$ cat config.mk
export PLATFORM = sky130hd
export DESIGN_NAME = vga_timing_recovery
export DESIGN_NICKNAME = d
export VERILOG_FILES = /design/src/rtl/vga_timing_recovery.sv
export SDC_FILE = /design/constraint.sdc
export NUM_CORES = 1
export LEC_CHECK = 0
export BUFFER_PORTS_ARGS = -buffer_cell sky130_fd_sc_hd__buf_2
export CAP_MARGIN = 0
export CELL_PAD_IN_SITES_DETAIL_PLACEMENT = 2
export CELL_PAD_IN_SITES_GLOBAL_PLACEMENT = 2
export CORE_ASPECT_RATIO = 1.25
export CORE_MARGIN = 2
export CORE_UTILIZATION = 30
export DETAILED_ROUTE_END_ITERATION = 7
export PLACE_DENSITY_LB_ADDON = 0.1
export SLEW_MARGIN = 40
export SYNTH_ARGS = -nofsm -noshare
export SYNTH_HDL_FRONTEND = slang
export SYNTH_SLANG_ARGS = --single-unit
$ cat constraint.sdc
create_clock -name clock -period 2.6 [get_ports clock]
set_input_delay 0.39 -clock clock [delete_from_list [all_inputs] [get_ports clock]]
set_output_delay 0.39 -clock clock [all_outputs]
set_load 0.005 [all_outputs]
$ cat src/rtl/vga_timing_recovery.sv
// vga_timing_recovery: rebuild VGA raster counters from h/v sync edges, check timing, lock
//   clock       : pixel clock, all state on posedge
//   reset       : asynchronous active-low reset
//   h_sync      : horizontal sync, active low
//   v_sync      : vertical sync, active low
//   h_count     : recovered column
//   v_count     : recovered row
//   active      : visible pixel while locked
//   frame_start : pulse at (0,0) while locked
//   locked      : raster timing verified
//   timing_err  : pulse on bad line, bad frame or sync timeout
module vga_timing_recovery #(
  parameter int H_TOTAL     = 800,
  parameter int H_ACTIVE    = 640,
  parameter int H_SYNC_LOAD = 658,
  parameter int V_TOTAL     = 521,
  parameter int V_ACTIVE    = 480,
  parameter int V_SYNC_LOAD = 490,
  parameter int LOCK_FRAMES = 2
) (
  input  logic       clock,
  input  logic       reset,
  input  logic       h_sync,
  input  logic       v_sync,
  output logic [9:0] h_count,
  output logic [9:0] v_count,
  output logic       active,
  output logic       frame_start,
  output logic       locked,
  output logic       timing_err
);
  typedef enum logic [1:0] {SEARCH, HLOCK, LOCKED} state_t;
  localparam logic [9:0] HT1 = 10'(H_TOTAL - 1);
  localparam logic [9:0] HA  = 10'(H_ACTIVE);
  localparam logic [9:0] HL  = 10'(H_SYNC_LOAD);
  localparam logic [9:0] VT  = 10'(V_TOTAL);
  localparam logic [9:0] VT1 = 10'(V_TOTAL - 1);
  localparam logic [9:0] VA  = 10'(V_ACTIVE);
  localparam logic [9:0] VL  = 10'(V_SYNC_LOAD);
  localparam logic [2:0] LF  = 3'(LOCK_FRAMES);
  state_t     state, state_n;
  logic       hs_prev, vs_prev, frame_armed, armed_n, err_n;
  logic [9:0] line_len, line_cnt;
  logic [2:0] good_frames, good_n;
  logic       hfe, vfe, h_wrap, good_line, good_frame, timeout, bad;
  assign hfe        = ~h_sync & hs_prev;
  assign vfe        = ~v_sync & vs_prev;
  assign h_wrap     = ~hfe && h_count == HT1;
  assign good_line  = line_len == HT1;
  assign good_frame = line_cnt == VT;
  assign timeout    = line_len == 10'h3ff;
  assign bad        = (hfe && !good_line) || timeout || (vfe && frame_armed && !good_frame);
  assign locked      = state == LOCKED;
  assign active      = locked && h_count < HA && v_count < VA;
  assign frame_start = locked && h_count == 10'd0 && v_count == 10'd0;
  always_ff @(posedge clock or negedge reset) begin
    if (!reset) begin
      hs_prev     <= 1'b1;
      vs_prev     <= 1'b1;
      h_count     <= '0;
      v_count     <= '0;
      line_len    <= '0;
      line_cnt    <= '0;
      state       <= SEARCH;
      good_frames <= '0;
      frame_armed <= 1'b0;
      timing_err  <= 1'b0;
    end else begin
      hs_prev     <= h_sync;
      vs_prev     <= v_sync;
      h_count     <= hfe ? HL : h_wrap ? 10'd0 : h_count + 10'd1;
      v_count     <= vfe ? VL : h_wrap ? (v_count == VT1 ? 10'd0 : v_count + 10'd1) : v_count;
      line_len    <= hfe ? 10'd0 : timeout ? line_len : line_len + 10'd1;
      // an hfe coinciding with vfe is the first line of the new frame
      line_cnt    <= vfe ? {9'd0, hfe} : (hfe && line_cnt != 10'h3ff) ? line_cnt + 10'd1 : line_cnt;
      state       <= state_n;
      good_frames <= good_n;
      frame_armed <= armed_n;
      timing_err  <= err_n;
    end
  end
  always_comb begin
    state_n = state;
    good_n  = good_frames;
    armed_n = frame_armed;
    err_n   = 1'b0;
    if (state == SEARCH) begin
      if (hfe && good_line) begin
        state_n = HLOCK;
        good_n  = '0;
        armed_n = 1'b0;
      end
    end else if (bad) begin
      state_n = SEARCH;
      good_n  = '0;
      armed_n = 1'b0;
      err_n   = 1'b1;
    end else if (vfe) begin
      // the first frame after line lock is partial and only arms judging
      if (!frame_armed) armed_n = 1'b1;
      else if (state == HLOCK) begin
        good_n = good_frames + 3'd1;
        if (good_n == LF) state_n = LOCKED;
      end
    end
  end
endmodule

Word-level counts from Yosys, hierarchy flattened

Cells that the tools add are included.

Bits in writable memories: 0
Flip-flop bits (word level): 49
ROM bits: 0
Output and inout bits: 24
Word-level logic and storage cells: 87
Input port bits: 4
Latch bits: 0
Memories: 0

Divide/modulo/power cells: 0
Magnitude comparators: 2
Mux-type cells: 28
Bitwise gates (word level): 5
Equal/unequal tests: 11
Shift-type cells: 0
$add $sub $neg: 5
Reduce and logical (&&, ||, !) cells: 26
$mul: 0

Operators by type and width:

| kind                                                        | count |
|---|---|
| 2-to-1 mux 10 bit                                           | 9 |
| == test 10 bit, second input constant                       | 5 |
| adder 10 x 1 -> 10 bit, second input constant               | 4 |
| zero test 10 bit                                            | 2 |
| 2-to-1 mux 3 bit                                            | 6 |
| 2-to-1 mux 2 bit                                            | 7 |
| nonzero test 3 bit                                          | 4 |
| logical AND 1 bit                                           | 10 |
| less-than comparator 10 bit, second input constant          | 1 |
| less-than comparator 10 x 9 -> 1 bit, second input constant | 1 |
| != test 10 bit, second input constant                       | 1 |
| 2-to-1 mux 1 bit                                            | 6 |
| AND reduction 5 bit                                         | 1 |
| AND reduction 4 bit                                         | 1 |
| nonzero test 2 bit                                          | 2 |
| adder 3 x 1 -> 3 bit, second input constant                 | 1 |
| == test 3 x 2 -> 1 bit, second input constant               | 1 |
| inverter 1 bit                                              | 3 |
| bitwise AND 1 bit                                           | 2 |
| == test 2 x 1 -> 1 bit, second input constant               | 1 |
| == test 2 bit, second input constant                        | 1 |
| zero test 1 bit                                             | 2 |
| zero test 2 bit                                             | 1 |
| logical OR 1 bit                                            | 2 |
| 3 further kinds                                             | 3 |

Depth between registers and ports, before layout

Depth after elaboration: 8
Mapped depth: 7
Mapped depth without buffers: 7

Worst setup path before layout

OpenSTA, ideal clock, no wires.

Path type: flip-flop to flip-flop
From: register line_len[0]
To: register good_frames[1]
Cell stages (with the launch flop): 8
Data arrival time: 2.084 ns
Path buffers: 1
Setup time: 0.082 ns
Clock period less this slack: 2.166 ns
Data required time: 2.518 ns
Setup slack: 0.434 ns
Cells stage by stage: dfrtp_1 > ha_1 > and4_1 > buf_2 > a41oi_1 > o22ai_1 > a2111o_1 > o22ai_1

Longest elaborated chain between the ends: 7
Elaborated cells between the ends (all ways): 14
Classes of those cells: eq/ne (3); mux (2); reduce/logical (9)

RTL lines:

| item                                                                     | RTL line | RTL |
|---|---|---|
| start: declaration                                                       | 43       | `logic [9:0] line_len, line_cnt;` |
| start signal: assignment                                                 | 73       | `line_len <= hfe ? 10'd0 : timeout ? line_len : line_len + 10'd1;` |
| == test 10 bit                                                           | 49       | `assign good_line = line_len == HT1;` |
| zero test 1 bit                                                          | 52       | `assign bad = (hfe && !good_line) \|\| timeout \|\| (vfe && frame_armed && !good_frame);` |
| logical AND 1 bit                                                        | 52       |  |
| logical OR 1 bit (2 in a row)                                            | 52       |  |
| nonzero test 3 bit (no line) / 2-to-1 mux 3 bit (equally long branches)  | -        |  |
| AND reduction 4 bit (no line) / 2-to-1 mux 3 bit (equally long branches) | -        |  |
| end signal: assignment                                                   | 77       | `good_frames <= good_n;` |
| end: declaration                                                         | 44       | `logic [2:0] good_frames, good_n;` |

Several ways; a longest one is shown, not always the timed one.
A chain may end at the register's enable or synchronous reset.

Worst setup path after layout

From: register h_count[6]
To: output port frame_start

Longest elaborated chain between the ends: 3

RTL lines:

| item                           | RTL line | RTL |
|---|---|---|
| start: declaration             | 25       | `output logic [9:0] h_count,` |
| start signal: assignment       | 71       | `h_count <= hfe ? HL : h_wrap ? 10'd0 : h_count + 10'd1;` |
| zero test 10 bit               | 55       | `assign frame_start = locked && h_count == 10'd0 && v_count == 10'd0;` |
| logical AND 1 bit (2 in a row) | 55       |  |
| end: declaration               | 28       | `output logic frame_start,` |

No other way between the ends.

==> key figures <==
Setup path
  • Delay-heaviest family, CP: simple AND/OR/NAND/NOR gates
  • Reg2reg end: good_frames[1]$_DFFE_PN0P_
  • Worst path slowest cell: dfrtp_1
  • CP Class: reg -> out
  • Worst EP required: 2.21 ns
  • Reg2Reg Depth: 6
  • Worst path max stage delay: approximately 0.45 ns
  • Reg2reg start: line_len[0]$_DFFE_PN0P_
  • Critical path arrival: ~2.0 ns
  • Worst setup EP type: primary output
  • Worst-path cell chain: or3_4, nor4_1, nand3_1, nor4_1, buf_2
  • R2R Setup Slk: approximately 0.23 ns
  • CP max FO: 6
  • CP Launch Type: flip-flop
  • CP most frequent cell: nor4_1
  • CP Buf/Inv Count: 1
  • CP Launch Point: h_count[6]$_DFF_PN0_

Synth
  • Post-synthesis xor/xnor area fraction: under 10%
  • Synth Area in Compound Gates: roughly 15%
  • #FFs+latches synth: between 40 and 50
  • Main synth FF type: dfrtp_1
  • Mux contribution to synthesized area: between 1 and 1.5%
  • Combinational family with the most area after synthesis: simple AND/OR/NAND/NOR gates
  • Post-Synth Adder-Cell Area: a little over 4%
  • Syn_nets: between 300 and 400
  • Synthesized area: roughly 0.0027 mm^2
  • Dominant cells by area after synthesis: dfrtp_1 (43%), ha_1 (4.1%), nor2_1 (3.8%)
  • Count leader, synth: dfrtp_1
  • Post-synthesis simple-gate area fraction: between 20% and 30%
  • Async set-reset flop share out of synthesis: 100.0%
  • Sequential area share after synthesis: around 45%
  • Post-synth EDFFs: 0
  • Synth warn: 0
  • Mapped Cells: slightly below 300
  • Number of library cell types mapped by synthesis: 53
  • Post-synth top area share: 42.81%
  • Area leader, netlist: dfrtp_1
  • Commonest cells in the synthesized netlist: dfrtp_1 (47), nor2_1 (28), nand2_1 (24)
  • Syn_area_per_cell: between 9 and 10 um^2

Global route
  • Initial antenna violation count: 0
  • Total track usage: ~18%
  • GR Overflow Total: 0
  • First-pass GRT wire length: between 10 and 15 mm
  • Number of global-route vias before repair: around 2600
  • Pin count of the biggest net entering global routing: 50

Pwr
  • Design Power: between 2 and 2.5 mW
  • Share of power burned in registers: between 40% and 50%
  • P_int: ~1.6 mW
  • Clock power share: 38.0%
  • VDD IR max: roughly 0.00027 V
  • Switching Fraction: between 30% and 40%
  • Static Leakage: around 1.4 nW
  • Switching Power: 0.6938 mW
  • Combinational Power Share: 17.7%
  • Power Density: 701.5 mW/mm^2

Floorplan
  • Height of the die: about 110 um
  • Initial Util: a little under a third
  • Die Span X: between 80 and 90 um
  • Full die area: about 0.01 mm^2
  • Io pins: 28
  • Site Rows: 39
  • Core Area: approximately 0.009 mm^2

Timing
  • Setup TNS Final: 0 ns
  • Hold Fails Final Rpt: 0
  • Max Freq: between 400 and 500 MHz
  • Setup WS post-layout: ~0.22 ns
  • Final Cycle Share: between 90% and 100%
  • Skew final: slightly above 0.01 ns
  • Final slew viol count: 0
  • Worst-Margin Slew: between 0.6 and 0.7 ns
  • Final setup fails: 0
  • Final min period: 2.384 ns
  • RSZ-0062 raised after global routing: no
  • Slew margin rel.: 55.44%

Outcome
  • Status: finished clean

Final layout
  • # nets final: between 300 and 400
  • Fill cells: roughly 1000
  • Layout area overhead: 18.26%
  • # diodes: 0
  • Share of layout cells above drive strength 1: around 17%

Placed design
  • Global placement routability congestion: between 0.7 and 0.8
  • Port bufs: 27
  • Pre-CTS setup slack: about 0.24 ns
  • DPL Wire Length: roughly 5.6 mm

Routing
  • Final wirelength: roughly 8 mm
  • Wire per inst: roughly 18 um
  • First-pass DRT Iterations: 3
  • Vias post-DR: about 2400
  • DRT iter0 DRCs: 43
  • Final ANT Viol Nets: 0
  • Vias per cell: between 5 and 6
  • Drt drc: 0

Clock network
  • Setup bufs post-CTS: 0
  • Worst skew pair latency: about 0.30 ns
  • Clk pin slew, worst setup/hold paths: ~0.070 ns
  • H-tree depth: 2
  • Root buf cell: clkbuf_16
  • CTS Hold Bufs: 0
  • Sink Count: 49
  • Post-CTS sizing: 0
  • CTS tree: yes
  • Total CTS buffers: 5
  • CTS max path bufs: 2

Flow run
  • Max Cap Viol: 0

Min path
  • HP Class: in -> async
## cell families (layout without fill, tap and decap cells)
| logic type | Yosys count | after routing |
|---|---|---|
| and+or+nand+nor | 135 | 135 |
| AOI/OAI and AO/OA | 61 | 61 |
| DFF | 49 | 49 |
| buffers and inverters | 24 | 56 |
| xor gates and xnor gates | 16 | 16 |
| adders and majority gates | 9 | 9 |
| muxes | 3 | 3 |
## metrics by stage
| step | hold slack, ns | instances | utilization [%] | instance area [um^2] |
|---|---|---|---|---|
| 2_1_floorplan | 0.09441 | 297 | - | 2748 |
| 3_5_place_dp | 0.5140 | 444 | 33.89 | 3059 |
| 3_3_place_gp | 0.4979 | 444 | 33.89 | 3059 |
| 5_1_grt | 0.2050 | 452 | 35.99 | 3249 |
| 4_1_cts | 0.2047 | 452 | 35.99 | 3249 |
| 6_report | 0.2017 | 452 | 35.99 | 3249 |
## placed cells by master, fill, tap and decap left out, drive strengths merged, types with 3 or more instances in the layout
master and count:
xnor2 10, dfrtp 47, a211oi 5, nand3 14, clkbuf 5, nor2b 3
mux2i 3, and4 3, nand2 24, inv 12, a21oi 7, nand2b 5
a31oi 4, nand4 10, nor2 29, buf 36, nor4 6, and3 10
o21ai 21, xor2 6, ha 9, or3 5, nor3 20
## sequential cells by signal (all words and copies together), names as in the netlist
name	count
timing_err	1
good_frames	3
line_len	10
vs_prev	1
h_count	10
frame_armed	1
line_cnt	10
hs_prev	1
v_count	10
state	2
## power by group through the flow
stage                     clock network (mW)  registers, mW  logic (mW)
after floorplan                            0          0.964       0.297
after global placement                     0           1.02       0.406
after detailed placement                   0           1.03       0.411
after CTS                              0.883           1.02       0.415
after global routing                   0.912           1.04       0.475
final                                  0.867           1.01       0.403
## routing by layer
metal | routed length, um | global-route usage (%) | vias to the layer above
met5 | 0 | 0 | -
met3 | 197 | 2.978 | 6
met2 | 4122 | 30.05 | 24
li1 | - | - | 1152
met1 | 3590 | 22.21 | 1214
met4 | 111 | 5.075 | 0
## how the worst max path moves through the flow
stage	to	cells past startpoint	slack, ns
floorplan	good_frames[1]$_DFFE_PN0P_	7	0.43
global placement	good_frames[1]$_DFFE_PN0P_	6	0.33
detailed placement	good_frames[1]$_DFFE_PN0P_	6	0.24
CTS	frame_start	5	0.20
global route	good_frames[1]$_DFFE_PN0P_	6	0.02
finish	frame_start	5	0.22
## cell type report
type	instances	area, um^2	area share [%]
clock buffers	5	125.1	3.851
inverters	12	45.04	1.386
clock inverters	3	65.06	2.002
flip-flops and latches	49	1229	37.81
repair buffers	36	202.7	6.238
well taps	123	153.9	4.736
multi-input cells	224	1429	43.97
No activity file was read; power rests on OpenSTA's default activity.
